<file path="config.mk">
export PLATFORM = sky130hd
export DESIGN_NAME = fetch_prefetch_unit
export DESIGN_NICKNAME = d
export VERILOG_FILES = /design/src/rtl/fetch_prefetch_unit.sv
export SDC_FILE = /design/constraint.sdc
export NUM_CORES = 1
export LEC_CHECK = 0
export ABC_AREA = 1
export CORE_ASPECT_RATIO = 0.75
export CORE_MARGIN = 4
export CORE_UTILIZATION = 45
export DETAILED_ROUTE_END_ITERATION = 16
export PLACE_DENSITY_LB_ADDON = 0.1
export SYNTH_ARGS = -nofsm -noshare
export SYNTH_HDL_FRONTEND = slang
export SYNTH_SLANG_ARGS = --single-unit
</file>
<file path="constraint.sdc">
create_clock -name clock -period 5 [get_ports clock]
set_input_delay 1.5 -clock clock [delete_from_list [all_inputs] [get_ports clock]]
set_output_delay 1.5 -clock clock [all_outputs]
set_load 0.01 [all_outputs]
</file>
<file path="src/rtl/fetch_prefetch_unit.sv">
// Instruction prefetch queue: fetches one word per cycle from a combinational IM
// into a DEPTH-entry circular buffer, with branch redirect flushing the queue.
module fetch_prefetch_unit #(
    parameter int          DEPTH    = 4,
    parameter logic [31:0] RESET_PC = 32'h0000_0000
) (
    input  logic                     clock,
    input  logic                     reset,
    input  logic                     redirect,
    input  logic [31:0]              redirect_pc,
    output logic [4:0]               im_addr,
    input  logic [31:0]              im_data,
    output logic                     out_valid,
    input  logic                     out_ready,
    output logic [31:0]              out_ir,
    output logic [31:0]              out_pc_plus4,
    output logic [$clog2(DEPTH):0]   level
);

    localparam int PW = $clog2(DEPTH);
    localparam int CW = $clog2(DEPTH) + 1;

    logic [31:0]   fetch_pc_reg;
    logic [31:0]   pc_plus4;
    logic [PW-1:0] rd_ptr_reg;
    logic [PW-1:0] wr_ptr_reg;
    logic [CW-1:0] count_reg;
    logic [CW-1:0] count_next;
    logic [31:0]   ir_mem  [DEPTH];
    logic [31:0]   pc4_mem [DEPTH];
    logic          full;
    logic          push;
    logic          pop;

    assign pc_plus4  = fetch_pc_reg + 32'd4;
    assign im_addr   = fetch_pc_reg[6:2];
    assign full      = (count_reg == CW'(DEPTH));
    assign out_valid = (count_reg != '0) & !redirect;
    assign pop       = out_valid & out_ready;
    // A full queue can still accept the new word when the head leaves on the same edge.
    assign push      = !redirect & (!full | pop);
    assign out_ir       = ir_mem[rd_ptr_reg];
    assign out_pc_plus4 = pc4_mem[rd_ptr_reg];
    assign level        = count_reg;

    always_comb begin
        count_next = count_reg;
        case ({push, pop})
            2'b10:   count_next = count_reg + CW'(1);
            2'b01:   count_next = count_reg - CW'(1);
            default: count_next = count_reg;
        endcase
    end

    always_ff @(posedge clock) begin
        if (reset) begin
            fetch_pc_reg <= RESET_PC;
            rd_ptr_reg   <= '0;
            wr_ptr_reg   <= '0;
            count_reg    <= '0;
        end else if (redirect) begin
            count_reg    <= '0;
            rd_ptr_reg   <= wr_ptr_reg;
            fetch_pc_reg <= redirect_pc & 32'hFFFF_FFFC;
        end else begin
            if (push) begin
                wr_ptr_reg   <= wr_ptr_reg + 1'b1;
                fetch_pc_reg <= pc_plus4;
            end
            if (pop) begin
                rd_ptr_reg <= rd_ptr_reg + 1'b1;
            end
            count_reg <= count_next;
        end
    end

    generate
        for (genvar gi = 0; gi < DEPTH; gi++) begin : g_entry
            always_ff @(posedge clock) begin
                if (reset) begin
                    ir_mem[gi]  <= '0;
                    pc4_mem[gi] <= '0;
                end else if (push && (wr_ptr_reg == PW'(gi))) begin
                    ir_mem[gi]  <= im_data;
                    pc4_mem[gi] <= pc_plus4;
                end
            end
        end
    endgenerate

endmodule

</file>
-- Yosys cells after proc, flatten, opt, wreduce, memory -nomap -nowiden
Memory sizes are Yosys's and may differ from the RTL's. A register that Yosys moved wholly into a read port is not among the register bits.
Index checks and enable logic that the tools add are counted.
- bits in read-only memories: 0
- memories kept: 2
- bits in writable memories: 256
- input port bits: 68
- latch bits: 0
- register bits after elaboration: 39
- output and inout bits: 73
- equality and inequality tests: 6
- $mul: 0
- mux-type cells: 31
- add/sub/neg operators: 5
- bitwise operators: 13
- shift-type cells: 0
- order comparisons: 0
- div/mod/pow operators: 0
- reductions and logical operators: 13
- memory list (memory ; depth ; width ; read ports ; clocked after memory_dff ; wr ports ; line ; text):
    ir_mem ; 4 ; 32 ; 1 ; 1 ; 4 ; 29 ; logic [31:0] ir_mem [DEPTH];
    pc4_mem ; 4 ; 32 ; 1 ; 1 ; 4 ; 30 ; logic [31:0] pc4_mem [DEPTH];
- operator list (operator ; count):
    $mux W32 ; 10
    $add A32 B3 Y32 const B ; 1
    $mux W1 ; 14
    $mux W2 ; 6
    $or A1 B1 Y1 ; 9
    $eq A2 B2 Y1 const B ; 3
    $pmux W3 S2 ; 1
    $reduce_bool A2 Y1 ; 3
    $add A2 B1 Y2 const B ; 2
    $eq A2 B1 Y1 const B ; 2
    $logic_and A1 B1 Y1 ; 4
    $add A3 B1 Y3 const B ; 1
    $and A1 B1 Y1 ; 3
    $eq A3 B3 Y1 const B ; 1
    $reduce_bool A3 Y1 ; 1
    $sub A3 B1 Y3 const B ; 1
    $logic_not A1 Y1 ; 2
    $logic_not A2 Y1 ; 1
    $reduce_and A2 Y1 ; 1
    $reduce_or A2 Y1 ; 1
    $not A1 Y1 ; 1

-- Depth between registers and ports, before layout
Gate-level depths: netlist (run 1).
- depth in word-level cells: 10
- depth in mapped cells: 10
- depth with buffers taken out: 10

-- Worst setup path before layout (run 1)
No wires, ideal clock.
- kind: input to register
- from: input port redirect
- to: memory ir_mem[0][0] (enable)
- setup slack: 0.940 ns
- buffers on the path: 2
- arrival: 3.639 ns
- setup time: 0.421 ns
- cell stages on the path: 5
- cells stage by stage: buf_2 > a31oi_4 > clkbuf_1 > nand2_1 > nand2_1
- RTL lines (what ; line ; text):
    from (decl) ; 9 ; input logic redirect,
    to (decl) ; 29 ;

-- Final worst setup path (run 1)
- from: input port redirect
- to: output port out_valid
- word-level cells in the longest chain between the ends: 2
- RTL lines (what ; line ; text):
    $logic_not A1 Y1 ; 38 ; assign out_valid = (count_reg != '0) & !redirect;
    $and A1 B1 Y1 ; 38 ;
    to (decl) ; 13 ; output logic out_valid,
Every way passes these cells.

==> results.yml, run 1 <==
outcome:
  outcome: "completed"
route:
  drtPass1Iterations: 7
  detail-route-antenna-nets: 0
  drc: 0
  drt-wirelength-per-cell_um: 18.9
  drt_iter0_drc: 739
  drt-vias-per-instance: 5.30
  routed_wl_um: 34700
  vias: 9747
synth:
  synth_edf_count: 248
  synth_cell_types: 28
  syn_inst: 1327
  yosysWarnings: 0
  avgSynthCellArea_um2: 9.73
  syn_area_um2: 12900
  synth_area_leaders: "edfxtp_1 58%, nor2_1 12%, dfxtp_1 6.0%"
  synth_top_cell_by_area: "edfxtp_1"
  async_flop_share: 0
  synth-seq-cells: 287
  ys_seq_area_frac: 0.637
  synthFlopType: "edfxtp_1"
  yosysTopAreaCellShare: 0.577
floorplan:
  initial_core_util: 0.459
  ios: 141
  rows: 53
  core_area_um2: 28100
  dieArea_um2: 31500
  die_h_um: 155
  die_x_um: 204
final_layout:
  drive_gt1_frac: 0.0605
  num_antenna_cells: 0
  mostFrequentLayoutCell: "nor2_1"
  finalNonFillerCells: 1839
  final_util: 0.554
  largest_reg_flops: 128
  nNetsFinal: 1507
  syn2layout_area_growth_pct: 20.6
  layout_common_cells: "409 x nor2_1, 248 x edfxtp_1, 138 x nand2_1"
global_route:
  grt_max_degree: 125
  grt_pass1_vias: 9515
  antenna_found_initial: 0
  grt_pass1_wl_um: 54100
  overflow: 0
  grt_use_total: 0.216
clocking:
  cts_max_level: 1
  post_cts_buffers: 0
  cts_buffer_depth: 3
  numCtsBuffers: 29
  clk_latency_ps: 540
  clk_pin_slew_ps: 60
  cts_tree: "yes"
  root_buffer: "clkbuf_16"
  cts.repair.resized: 0
  clock_sinks: 287
  cts_hold_buf: 0
run:
  drv_cap: 0
power:
  p_leak_nw: 5.78
  irDropWorstVdd_uv: 271
  powerDensity_nw_per_um2: 363
placement:
  routabilityCongestion: 0.850
  dp_hpwl_um: 20200
  portBuffers: 136
  dp.cells: 1786
sta:
  rsz0062_at_grt: "no"
  fmax_mhz: 230
  final_max_slew_viol_count: 0
  finalSetupViolations: 0
  max_slew_margin: 0.311
  hold_viol_final: 0
  fin_crit_sh: 0.871
  finalSetupTns_ps: 0
  worst_pin_slew_ps: 1030
  fin_worst_skew_ps: 12.3
  layout_min_cycle_time_ps: 4360
setup_path:
  reg2reg_depth: 7
  r2r-end: "ir_mem[3][23]"
  worst-setup-path-type: "primary input to primary output"
  cp-start-kind: "primary input"
  crit_arrival_ps: 2860
  worstPathMaxFanout: 2
  cp-startpoint: "redirect"
  worstPathRequired_ps: 3500
  critPathCaptureType: "primary output"
  rr_startpoint: "level[0]"
  crit_end: "out_valid"
  r2r_slack_ps: 2590
min_path:
  hold_path_class: "flop to flop"
==> worst min path at each step <==
stage | startpoint | to | cells after the start
2_1_floorplan | rd_ptr_reg[1] | flop | 2
3_3_place_gp | rd_ptr_reg[1] | flop | 2
3_5_place_dp | rd_ptr_reg[1] | flop | 2
4_1_cts | rd_ptr_reg[1] | flop | 2
5_1_grt | rd_ptr_reg[1] | flop | 2
6_report | rd_ptr_reg[1] | flop | 2
==> critical path, cell delays in order <==
cell	delay, ps
clkdlybuf4s50_1	440
a21oi_1	300
clkdlybuf4s50_1	610
==> report_power, final <==
part | switching, mW | internal, mW | leakage, nW
Combinational | 0.403 | 0.287 | 2.39
Clock | 0.888 | 1.27 | 0.458
Sequential | 0.0546 | 2.74 | 2.94
Total | 1.35 | 4.30 | 5.78
==> cells by family (layout without fill, tap and decap cells) <==
| kind of cell | Yosys count | count (layout) | synth area share |
|---|---|---|---|
| AND/OR/NAND/NOR | 585 | 585 | 0.179 |
| adder cells (fa/ha/maj) | 7 | 7 | 0.00678 |
| AO/OA/AOI/OAI | 254 | 254 | 0.111 |
| buffers and inverters | 179 | 305 | 0.0570 |
| XOR/XNOR | 14 | 14 | 0.00950 |
| other | 1 | 2 | 0.000290 |
| flip-flops | 287 | 287 | 0.637 |
==> per-layer routing <==
layer | vias up | global-route usage | routed length [µm]
met5 | - | 0 | 0
met4 | 0 | 0.0385 | 584
met3 | 39 | 0.0285 | 1970
met2 | 270 | 0.349 | 16100
met1 | 4749 | 0.320 | 16000
li1 | 4689 | - | -
==> through the flow <==
| step | hold WS, ps | area, µm² | total power [mW] | setup slack, ps |
|---|---|---|---|---|
| 2_1_floorplan | 456 | 12900 | 3.18 | 940 |
| 3_3_place_gp | 476 | 14600 | 3.54 | 622 |
| 3_5_place_dp | 480 | 14600 | 3.54 | 645 |
| 4_1_cts | 490 | 15600 | 5.70 | 627 |
| 5_1_grt | 528 | 15600 | 5.87 | 586 |
| 6_report | 485 | 15600 | 5.65 | 645 |
==> cells in the mapped netlist, types with 5 or more instances <==
library cell  number
xor2_1            11
inv_1             91
dfxtp_1           39
edfxtp_1         248
buf_4              7
nor2_1           409
buf_2             30
a31oi_1           10
a21oi_1           29
nand2_1          142
ha_1               7
nand3b_1           5
o21ai_0          131
o22ai_1           62
nand3_1           13
clkbuf_1          49
a22oi_1           21
==> area by class of cell <==
class                           count  area [µm²]
Fill cell                        2616       12500
Clock inverter                      8        92.6
Sequential cell                   287        8230
Clock buffer                       45         856
Tap cell                          385         482
Timing Repair Buffer              159        1600
Inverter                           93         350
Multi-Input combinational cell    862        3960
(Power assumes the default switching activity.)
==> run 2, diff against run 1 <==
--- a/config.mk
+++ b/config.mk
@@ -10,6 +10,7 @@
 export CORE_MARGIN = 4
 export CORE_UTILIZATION = 45
 export DETAILED_ROUTE_END_ITERATION = 16
+export HOLD_SLACK_MARGIN = 0.1
 export PLACE_DENSITY_LB_ADDON = 0.1
 export SYNTH_ARGS = -nofsm -noshare
 export SYNTH_HDL_FRONTEND = slang
==> results of run 2 <==
No change in the layout: final DEF, timing and power equal those of run 1.
==> run 3, diff against run 2 <==
--- a/config.mk
+++ b/config.mk
@@ -9,6 +9,7 @@
 export CORE_ASPECT_RATIO = 0.75
 export CORE_MARGIN = 4
 export CORE_UTILIZATION = 45
+export CTS_BUF_LIST = sky130_fd_sc_hd__clkbuf_4 sky130_fd_sc_hd__clkbuf_8
 export DETAILED_ROUTE_END_ITERATION = 16
 export HOLD_SLACK_MARGIN = 0.1
 export PLACE_DENSITY_LB_ADDON = 0.1
==> run 3 against run 2 <==
  * Register-to-register slack hardly changed
  * Total power fell by 0.43%
  * Final area grew 0.18%
  * Largest cell class unchanged
  * Largest power group unchanged
  * Highest routed layer unchanged
==> results.yml, run 3 (synthesis results as in run 1) <==
outcome:
  outcome: "completed"
setup_path:
  critPathCaptureType: "primary output"
  crit_arrival_ps: 2880
  worstPathRequired_ps: 3500
  worstPathMaxFanout: 2
  worst-setup-path-type: "primary input to primary output"
  cp-start-kind: "primary input"
route:
  detail-route-antenna-nets: 0
  drtPass1Iterations: 5
  drt-wirelength-per-cell_um: 18.8
  vias: 9810
  routed_wl_um: 35200
  drc: 0
  drt_iter0_drc: 776
  drt-vias-per-instance: 5.25
placement:
  portBuffers: 136
  dp_hpwl_um: 20200
  routabilityCongestion: 0.850
  place_area_um2: 14600
final_layout:
  num_antenna_cells: 0
  drive_gt1_frac: 0.0863
  nNetsFinal: 1525
  largest_reg_flops: 128
  final_area_um2: 15600
  mostFrequentLayoutCell: "nor2_1"
  layout_common_cells: "409 x nor2_1, 248 x edfxtp_1, 138 x nand2_1"
  syn2layout_area_growth_pct: 20.8
global_route:
  busiest_layer: "met2"
  grt_pass1_wl_um: 54800
  grt_use_total: 0.221
  antenna_found_initial: 0
  grt_use_met2: 0.350
  overflow: 0
  grt_max_degree: 125
  grt_pass1_vias: 9639
  grtUsageMet3: 0.0419
  grt_use_met1: 0.322
min_path:
  hold_path_class: "flop to flop"
power:
  p_leak_nw: 5.85
  powerDensity_nw_per_um2: 360
  irDropWorstVdd_uv: 197
sta:
  worst_pin_slew_ps: 1030
  fmax_mhz: 228
  max_slew_margin: 0.310
  layout_min_cycle_time_ps: 4380
  finalSetupTns_ps: 0
  rsz0062_at_grt: "no"
  finalSetupViolations: 0
  hold_ws_ps: 484
  fin_crit_sh: 0.876
  final_max_slew_viol_count: 0
  hold_viol_final: 0
  fin_worst_skew_ps: 23.6
clocking:
  cts.repair.resized: 0
  root_buffer: "clkbuf_8"
  numCtsBuffers: 47
  clock_sinks: 287
  cts_max_level: 2
  clk_latency_ps: 570
  clk_pin_slew_ps: 60
  post_cts_buffers: 0
  cts_buffer_depth: 3
  cts_tree: "yes"
  cts_hold_buf: 0
floorplan:
  die_h_um: 155
  initial_core_util: 0.459
  die_x_um: 204
  rows: 53
  core_area_um2: 28100
  ios: 141
  dieArea_um2: 31500
run:
  drv_cap: 0
## run 3: layer usage
layer  vias up  wire length (µm)  part of all wire
met5         -                 0                 0
met4         0               529             0.015
met3        45              2150             0.061
met2       282             16200              0.46
met1      4764             16300              0.46
li1       4719                 -                 -
## run 3: path summary, 6_finish.rpt
check                           cells after the start  slack (ps)            end          start
worst max-delay path                                3         620      out_valid       redirect
worst min-delay path                                2         480           flop  rd_ptr_reg[1]
worst max register to register                      7        2600  ir_mem[3][23]       level[0]
worst min register to register                      2         480           flop  rd_ptr_reg[1]
## run 3: final cells by class
class | count | area, µm²
Fill cell | 2620 | 12500
Sequential cell | 287 | 8230
Multi-Input combinational cell | 862 | 3960
Timing Repair Buffer | 159 | 1600
Clock buffer | 74 | 906
Tap cell | 385 | 482
Inverter | 93 | 350
Clock inverter | 9 | 71.3
## run 3: worst max-delay path: stages
cell,delay (ps)
clkdlybuf4s50_1,440
a21oi_1,320
clkdlybuf4s50_1,620
## run 3: through the flow
| stage | cells | power (mW) | util | setup slack (ps) |
|---|---|---|---|---|
| 2_1_floorplan | 1328 | 3.18 | - | 940 |
| 3_3_place_gp | 1786 | 3.54 | 0.520 | 622 |
| 3_5_place_dp | 1786 | 3.54 | 0.520 | 645 |
| 4_1_cts | 1869 | 5.67 | 0.555 | 627 |
| 5_1_grt | 1869 | 5.86 | 0.555 | 554 |
| 6_report | 1869 | 5.62 | 0.555 | 619 |
## run 3: report_power, final
part	internal, mW	switching (mW)
registers	2.74	0.0542
clock network	1.20	0.936
logic	0.287	0.405
